### config.mk
export PLATFORM = sky130hd
export DESIGN_NAME = way_age_tracker
export DESIGN_NICKNAME = d
export VERILOG_FILES = /design/src/rtl/way_age_tracker.sv
export SDC_FILE = /design/constraint.sdc
export NUM_CORES = 2
export LEC_CHECK = 0
export CORE_UTILIZATION = 60
export DETAILED_ROUTE_END_ITERATION = 8
export HOLD_SLACK_MARGIN = 0.05
export PLACE_DENSITY_LB_ADDON = 0.12
export SYNTH_ARGS = -nofsm -noshare
export SYNTH_HDL_FRONTEND = slang
export SYNTH_SLANG_ARGS = --single-unit
### constraint.sdc
create_clock -name clk -period 7.3 [get_ports clk]
set_clock_uncertainty 0.2 [all_clocks]
set_input_delay 1.46 -clock clk [delete_from_list [all_inputs] [get_ports clk]]
set_output_delay 1.46 -clock clk [all_outputs]
set_load 0.01 [all_outputs]
### src/rtl/way_age_tracker.sv
// Per-set, per-way valid/age store feeding the replacement victim picker.
// Optional macro AGE_GLOBAL_TICK_EN adds an age_tick input that ages every valid way.
module way_age_tracker #(
    parameter int unsigned N_WAYS   = 2,
    parameter int unsigned N_POW    = 4,
    parameter int unsigned N_SETS   = 16,
    parameter int unsigned SET_BITS = 4
) (
    input  logic                           clk,
    input  logic                           rst,
    input  logic                           lookup_en,
    input  logic [SET_BITS-1:0]            lookup_set,
    output logic [N_WAYS-1:0]              line_empty,
    output logic [N_WAYS-1:0][15:0]        line_age,
    output logic                           lookup_vld,
    input  logic                           acc_en,
    input  logic [1:0]                     acc_op,
    input  logic [SET_BITS-1:0]            acc_set,
    input  logic [N_POW-1:0]               acc_way,
    input  logic                           flush_req,
`ifdef AGE_GLOBAL_TICK_EN
    input  logic                           age_tick,
`endif
    output logic                           busy
);

    localparam int unsigned AGE_W = 16;
    localparam logic [AGE_W-1:0] AGE_MAX = '1;
    localparam logic [1:0] OP_INVAL = 2'b10;
    localparam logic [1:0] OP_RSVD  = 2'b11;

    typedef enum logic {IDLE, FLUSH} state_t;

    state_t                                  state;
    logic [SET_BITS-1:0]                     sweep_cnt;
    logic [N_SETS-1:0][N_WAYS-1:0]           valid;
    logic [N_SETS-1:0][N_WAYS-1:0][AGE_W-1:0] age;
    logic [N_SETS-1:0][N_WAYS-1:0]           valid_d;
    logic [N_SETS-1:0][N_WAYS-1:0][AGE_W-1:0] age_d;
    logic                                    acc_ok_c;
    logic                                    tick_c;

    assign acc_ok_c = acc_en && !busy && (acc_op != OP_RSVD) && (acc_way < N_POW'(N_WAYS));

`ifdef AGE_GLOBAL_TICK_EN
    assign tick_c = age_tick && !busy;
`else
    assign tick_c = 1'b0;
`endif

    // Next array state: accessed way resets, peers in the set (or all ways on a tick) age once
    always_comb begin
        valid_d = valid;
        age_d   = age;
        for (int unsigned s = 0; s < N_SETS; s++) begin
            for (int unsigned w = 0; w < N_WAYS; w++) begin
                if (acc_ok_c && acc_set == SET_BITS'(s) && acc_way == N_POW'(w)) begin
                    valid_d[s][w] = (acc_op != OP_INVAL);
                    age_d[s][w]   = '0;
                end else if (valid[s][w] && age[s][w] != AGE_MAX &&
                             (tick_c || (acc_ok_c && acc_set == SET_BITS'(s) &&
                                         acc_op != OP_INVAL))) begin
                    age_d[s][w] = age[s][w] + AGE_W'(1);
                end
            end
        end
        if (busy) begin
            valid_d[sweep_cnt] = '0;
            age_d[sweep_cnt]   = '0;
        end
    end

    // Array, lookup port and flush sequencer
    always_ff @(posedge clk) begin
        if (rst) begin
            state      <= IDLE;
            busy       <= 1'b0;
            sweep_cnt  <= '0;
            valid      <= '0;
            age        <= '0;
            lookup_vld <= 1'b0;
            line_empty <= '1;
            line_age   <= '0;
        end else begin
            valid      <= valid_d;
            age        <= age_d;
            lookup_vld <= lookup_en;
            if (lookup_en) begin
                line_empty <= ~valid[lookup_set];
                line_age   <= age[lookup_set];
            end
            case (state)
                IDLE: begin
                    if (flush_req) begin
                        state     <= FLUSH;
                        busy      <= 1'b1;
                        sweep_cnt <= '0;
                    end
                end
                FLUSH: begin
                    if (sweep_cnt == SET_BITS'(N_SETS - 1)) begin
                        state     <= IDLE;
                        busy      <= 1'b0;
                        sweep_cnt <= '0;
                    end else begin
                        sweep_cnt <= sweep_cnt + SET_BITS'(1);
                    end
                end
                default: begin
                    state <= IDLE;
                    busy  <= 1'b0;
                end
            endcase
        end
    end

endmodule
# Yosys cells after proc, flatten, opt, wreduce, memory -nomap -nowiden
# Cells that the tools add are included.
[word_totals] reg_bits=585 inputBits=19 output_inout_bits=36 elab_cells=402
[classes] addsub=33 magnitude_cmp=4 n_eq_ne=53 mux=115 n_bitwise=6 reduce_logical=136
[ops] op="two-way mux 16 bit" count=64
[ops] op="adder 16 x 1 -> 16 bit, second input constant" count=32
[ops] op="bitwise AND 512 bit" count=1
[ops] op="two-way mux 512 bit" count=1
[ops] op="inequality test 16 bit, second input constant" count=32
[ops] op="NOT 512 bit" count=1
[ops] op="logical AND 1 bit" count=132
[ops] op="binary-select mux 32 bit (select 4 bit)" count=1
[ops] op="demux 32 bit (select 4 bit)" count=1
[ops] op="two-way mux 32 bit" count=3
[ops] op="equality test 4 bit, second input constant" count=9
[ops] op="two-way mux 1 bit" count=36
[ops] op="bitwise AND 32 bit" count=1
[ops] op="NOT 32 bit" count=1
[ops] op="equality test 4 x 3 -> 1 bit, second input constant" count=4
[ops] op="< comparator 4 x 5 -> 1 bit, second input constant" count=2
[ops] op="binary-select mux 2 bit (select 4 bit)" count=1
[ops] op="demux 2 bit (select 4 bit)" count=1
[ops] op="equality test 4 x 1 -> 1 bit, second input constant" count=2
[ops] op="equality test 4 x 2 -> 1 bit, second input constant" count=2
[ops] op="logical NOT 4 bit" count=2
[ops] op="two-way mux 4 bit" count=2
[ops] op="one-hot mux 4 bit (2 select lines)" count=1
[ops] op="inequality test 2 bit, second input constant" count=3
[ops] op="other kinds (10)" count=12

# Logic depth before layout (Yosys ltp)
[logic_depth] ltp_word=11 mapped_depth=9 depth_no_buf=6

# Least setup slack after synthesis
# No wires, ideal clock.
[synth_path] path_kind="input-to-reg" from="in acc_way[1]" to="reg age[383] in the netlist's numbering" setup_ns=0.070 arrival_time_ns=3.696 t_required_ns=7.030 slack_ns=3.334 stages=7 path_buffers=2 cell_sequence="or4b_1 > clkbuf_1 > or4_1 > clkbuf_2 > or4_4 > or3_1 > a21oi_1"
[synth_between] elab_chain_cells=9 word_cells_on_any_way=11 classes_between="1 x order compare; 1 x eq/ne; 3 x mux; 1 x bitwise; 5 x reduce/logical"
[synth_rtl] element="from (decl)" line_no="19" text="input logic [N_POW-1:0] acc_way,"
[synth_rtl] element="< comparator 4 x 2 -> 1 bit" line_no="43" text="assign acc_ok_c = acc_en && !busy && (acc_op != OP_RSVD) && (acc_way < N_POW'(N_WAYS));"
[synth_rtl] element="logical AND 1 bit" line_no="43"
[synth_rtl] element="logical AND 1 bit" line_no="57, 61"
[synth_rtl] element="logical AND 1 bit" line_no="61" text="(tick_c || (acc_ok_c && acc_set == SET_BITS'(s) &&"
[synth_rtl] element="logical AND 1 bit" line_no="60" text="end else if (valid[s][w] && age[s][w] != AGE_MAX &&"
[synth_rtl] element="two-way mux 16 bit" line_no="60"
[synth_rtl] element="two-way mux 16 bit *" line_no="57" text="if (acc_ok_c && acc_set == SET_BITS'(s) && acc_way == N_POW'(w)) begin"
[synth_rtl] element="bitwise AND 512 bit (no source line)"
[synth_rtl] element="two-way mux 512 bit *" line_no="67" text="if (busy) begin"
[synth_rtl] element="to (signal assigned)" line_no="86" text="age <= age_d;"
[synth_rtl] element="to (decl)" line_no="37" text="logic [N_SETS-1:0][N_WAYS-1:0][AGE_W-1:0] age;"
# Every way passes the cells marked *; elsewhere a longest branch is shown, timed or not.
# A chain may end at the register's enable or synchronous reset.

# Worst setup path in the final report
[layout_path] from="in acc_set[0]" to="reg age[23] in the netlist's numbering"
[layout_between] elab_chain_cells=8 word_cells_on_any_way=9 classes_between="3 x mux; 1 x bitwise; 5 x reduce/logical"
[layout_rtl] element="from (decl)" line_no="18" text="input logic [SET_BITS-1:0] acc_set,"
[layout_rtl] element="logical NOT 4 bit *" line_no="57, 61"
[layout_rtl] element="logical AND 1 bit *" line_no="57, 61"
[layout_rtl] element="logical AND 1 bit" line_no="61"
[layout_rtl] element="logical AND 1 bit" line_no="60"
[layout_rtl] element="two-way mux 16 bit" line_no="60"
[layout_rtl] element="two-way mux 16 bit *" line_no="57"
[layout_rtl] element="bitwise AND 512 bit (no source line)"
[layout_rtl] element="two-way mux 512 bit *" line_no="67"
# Marks and branches as above.

==> summary.log <==
[critical_path] arrival time at the worst endpoint 5.15 ns
[clock_tree] setup fix buffers added after clock tree synthesis 0
[pwr] part of the power in the clock network 49.4%
[critical_path] crit-path leading delay family simple AND/OR/NAND/NOR gates
[clock_tree] CTS buffer count 67
[critical_path] Setup CP Type in -> reg
[pwr] P_sw 1574 uW
[synth] number of nets in the synthesized netlist 3760
[die] chip width 234.2 um
[critical_path] largest fanout of any net on the critical path 19
[die] total die area 0.05485 mm^2
[timing] final setup violating endpoints 0
[critical_path] Crit path depth 6
[final_layout] layout net count 3727
[critical_path] worst reg2reg path startpoint busy$_SDFFE_PP0P_
[clock_tree] Clock Root Buffer clkbuf_16
[pwr] combinational cell fraction of total power 4.2%
[timing] setup_tns 0 ns
[placement] I/O Buffers 54
[synth] count of yosys warnings during synthesis 0
[global_routing] total global-route track usage 33.41%
[timing] unrepaired setup endpoints after global routing false
[timing] worst slew pin tran 1.301 ns
[final_layout] post-route cell area 0.03563 mm^2
[critical_path] Worst R2R Path Depth 5
[detailed_routing] first drt pass iteration count 7
[clock_tree] total clock sinks 585
[timing] share of the clock period used by the worst path after layout 66.03%
[final_layout] ratio of cells with drive above 1 in the final layout 7.823%
[synth] share of flip-flops with an asynchronous set or reset 0%
[run_status] result of the run finished, violations left
[critical_path] Worst Setup Start Kind input pin
[critical_path] reg2reg setup slack 3.56 ns
[clock_tree] post-CTS resize count 0
[timing] worst max-slew margin expressed relative to the limit 12.43%
[detailed_routing] DRC violation count after routing 2
[clock_tree] H-tree levels 3
[critical_path] type of destination of the critical path register
[clock_tree] Clk pin slew, worst setup/hold paths 0.06 ns
[synth] Post-Syn Area 0.03235 mm^2
[detailed_routing] Final ANT Viol Nets 0
[hold_path] Tightest Hold Check Type reg -> reg
[critical_path] startpoint of the worst setup timing path acc_set[0]
[placement] gp weighted congestion 0.9577
[die] count of pins on the block boundary 55
[critical_path] crit path buf inv count 1
[detailed_routing] via/cell ratio 6.630
[hold_path] hold path depth 2
[detailed_routing] wire length per cell 20.98 um
[synth] sequential fraction of the synthesis area 36.20%
[die] floorplan row count 84
[critical_path] peak per-stage delay on the critical path 0.92 ns
[critical_path] destination of the critical timing path age[23]$_SDFF_PP0_
[clock_tree] maximum buffer depth of the clock tree 3
[synth] Synth Flop Type dfxtp_1
[global_routing] via count of the first global-routing pass 26.99k
[timing] fin crit period 4.820 ns
[pwr] sequential power share 46.4%
[detailed_routing] total number of vias 29.24k
[final_layout] Layout fillers 4218
[timing] Max Clk Rate 207.5 MHz
[pwr] switch share 22.75%
[die] die height 234.2 um
[timing] Pins Over Slew Limit 0
[global_routing] initial antenna violation count 3
[global_routing] GRT Residual Overflow 0
[job] max-cap violations 0
[synth] Distinct cells, synth 62
[clock_tree] TritonCTS clock tree built
[critical_path] Critical-path top delay cell nor2_1
[critical_path] Reg-to-Reg End age[381]$_SDFF_PP0_
[detailed_routing] Iteration-0 DRC Markers 3392
[pwr] Static Leakage 0.01121 uW
[pwr] Tot Pwr 6916 uW
[synth] number of enable flip-flop cells after synthesis 0
[synth] average cell area after synthesis 8.732 um^2
[synth] Cells after Synth 3705
[timing] Hold Slack 0.2938 ns
[timing] hold violation count in the final report 0
[clock_tree] Post-CTS Hold Buffers 0
[critical_path] required time of the critical path 7.63 ns
[global_routing] first-pass GRT wire length 145.4 mm
[placement] area post-placement 0.03340 mm^2
[final_layout] area growth from synthesis to layout 10.12%
[detailed_routing] WL final 92.53 mm
[placement] placed cells 4291
[final_layout] Finished Layout Cells 4411
[global_routing] largest net degree at the start of global routing 75
[die] starting utilization of the core area 61.20%
[die] Floorplan Core Area 0.05287 mm^2
[placement] placed wire-length estimate after detailed placement 67.55 mm
[run_status] violations in the final reports DRC
[pwr] total internal power 5343 uW
[pwr] Pwr Density 194.1 mW/mm^2
[synth] flops & latches, synth 585
[hold_path] worst hold start age[401]$_SDFF_PP0_
[clock_tree] clock network latency to the later pin of the worst-skew pair 0.61 ns
[pwr] peak ir drop on the vdd network 0.1771 mV
[critical_path] cell-by-cell trace of the critical path clkdlybuf4s50_1 > nor2_1 > nand4_1 > or2_2 > or4_1 > a21oi_1
[sequential cells by signal, indices dropped and copies added, names as in the netlist]
signal / flops
state: 1
busy: 1
line_age: 32
valid: 32
sweep_cnt: 4
line_empty: 2
age: 512
lookup_vld: 1
[cell usage in the layout (no fill, tap or decap), drive strengths merged, types with 41 or more instances in the layout]
master / n
and4: 79
or3: 56
and3: 53
clkdlybuf4s50: 51
a21o: 45
clkbuf: 105
a21oi: 146
buf: 44
or4: 41
nand2: 244
dfxtp: 585
nor4: 137
nand4: 151
xnor2: 326
nand3: 206
o21ai: 71
o211ai: 84
nor2: 451
inv: 56
nor3: 152
mux2i: 134
mux4: 102
[power groups by stage]
stage                     combinational (uW)  sequential [uW]  clock, uW
after floorplan                          188             3280          0
after global placement                   278             3280          0
after detailed placement                 284             3280          0
after CTS                                285             3210       3440
after global routing                     307             3210       3580
final                                    291             3210       3410
[cell families after synthesis]
family,count (synthesis),synth area share (%)
and+or+nand+nor,1744,28.47
xor gates and xnor gates,359,9.718
adders and majority gates,36,1.392
muxes,239,11.35
AOI/OAI and AO/OA,488,9.923
DFF,585,36.20
buffers and inverters,254,2.951
[cell usage after synthesis (all sizes together), types with 7 or more instances]
cell type / instances / area, um^2
nor4b: 30 / 262.8
nor3: 152 / 760.7
a21o: 45 / 337.8
and4: 79 / 691.9
nor4: 137 / 857.1
nor2b: 11 / 68.82
clkbuf: 169 / 635.6
or3: 56 / 350.3
xor2: 33 / 289.0
buf: 29 / 108.9
dfxtp: 585 / 11710
or4: 41 / 311.6
o21ai: 71 / 355.3
nor4bb: 8 / 80.08
nand3: 206 / 1031
mux4: 102 / 2297
a311oi: 25 / 219.0
o211ai: 84 / 630.6
a21oi: 146 / 730.7
xnor2: 326 / 2855
a211oi: 19 / 142.6
nor3b: 32 / 240.2
nand4: 151 / 944.7
a2111oi: 15 / 137.6
nand2b: 24 / 150.1
or2: 16 / 100.1
and2: 18 / 112.6
nor2: 451 / 1693
nand3b: 8 / 60.06
ha: 36 / 450.4
o31ai: 19 / 142.6
mux2i: 134 / 1341
nand4b: 7 / 61.31
nand2: 244 / 915.9
inv: 55 / 206.5
and3b: 11 / 96.34
and3: 53 / 331.6
a22oi: 34 / 255.2
[worst min-delay path by stage]
stage,endpoint,slack (ns)
floorplan,valid[2]$_SDFF_PP0_,0.25
global placement,age[401]$_SDFF_PP0_,0.27
detailed placement,age[257]$_SDFF_PP0_,0.28
CTS,age[401]$_SDFF_PP0_,0.30
global route,valid[2]$_SDFF_PP0_,0.32
finish,age[401]$_SDFF_PP0_,0.29
[per-stage QoR]
step           setup WS [ns]  util (%)
2_1_floorplan          3.334         -
3_3_place_gp           2.111     63.17
3_5_place_dp           1.996     63.17
4_1_cts                2.619     67.38
5_1_grt                2.423     67.39
6_report               2.480     67.39
[cell type report]
cell class / instances / area, um^2 / share of cell area (%)
Multi-Input combinational cell: 2866 / 19760 / 55.45
Sequential cell: 585 / 11710 / 32.87
Clock buffer: 104 / 2071 / 5.812
Tap cell: 688 / 860.8 / 2.416
Timing Repair Buffer: 96 / 858.3 / 2.409
Inverter: 56 / 210.2 / 0.5900
Clock inverter: 13 / 152.6 / 0.4284
Antenna cell: 3 / 7.507 / 0.02107
[worst min-delay path: cells and delay by family (launching register included)]
kind / cells / cell delay, ns
DFF: 1 / 0.33
and+or+nand+nor: 1 / 0.06
AOI/OAI and AO/OA: 1 / 0.05
[routing by layer]
layer  wire length [um]  track usage [%]
met1              37490            42.36
met2              43520            55.41
met3               7560            6.311
met4               3955            14.31
met5                 13                0
Power figures use the tool's default switching activity.
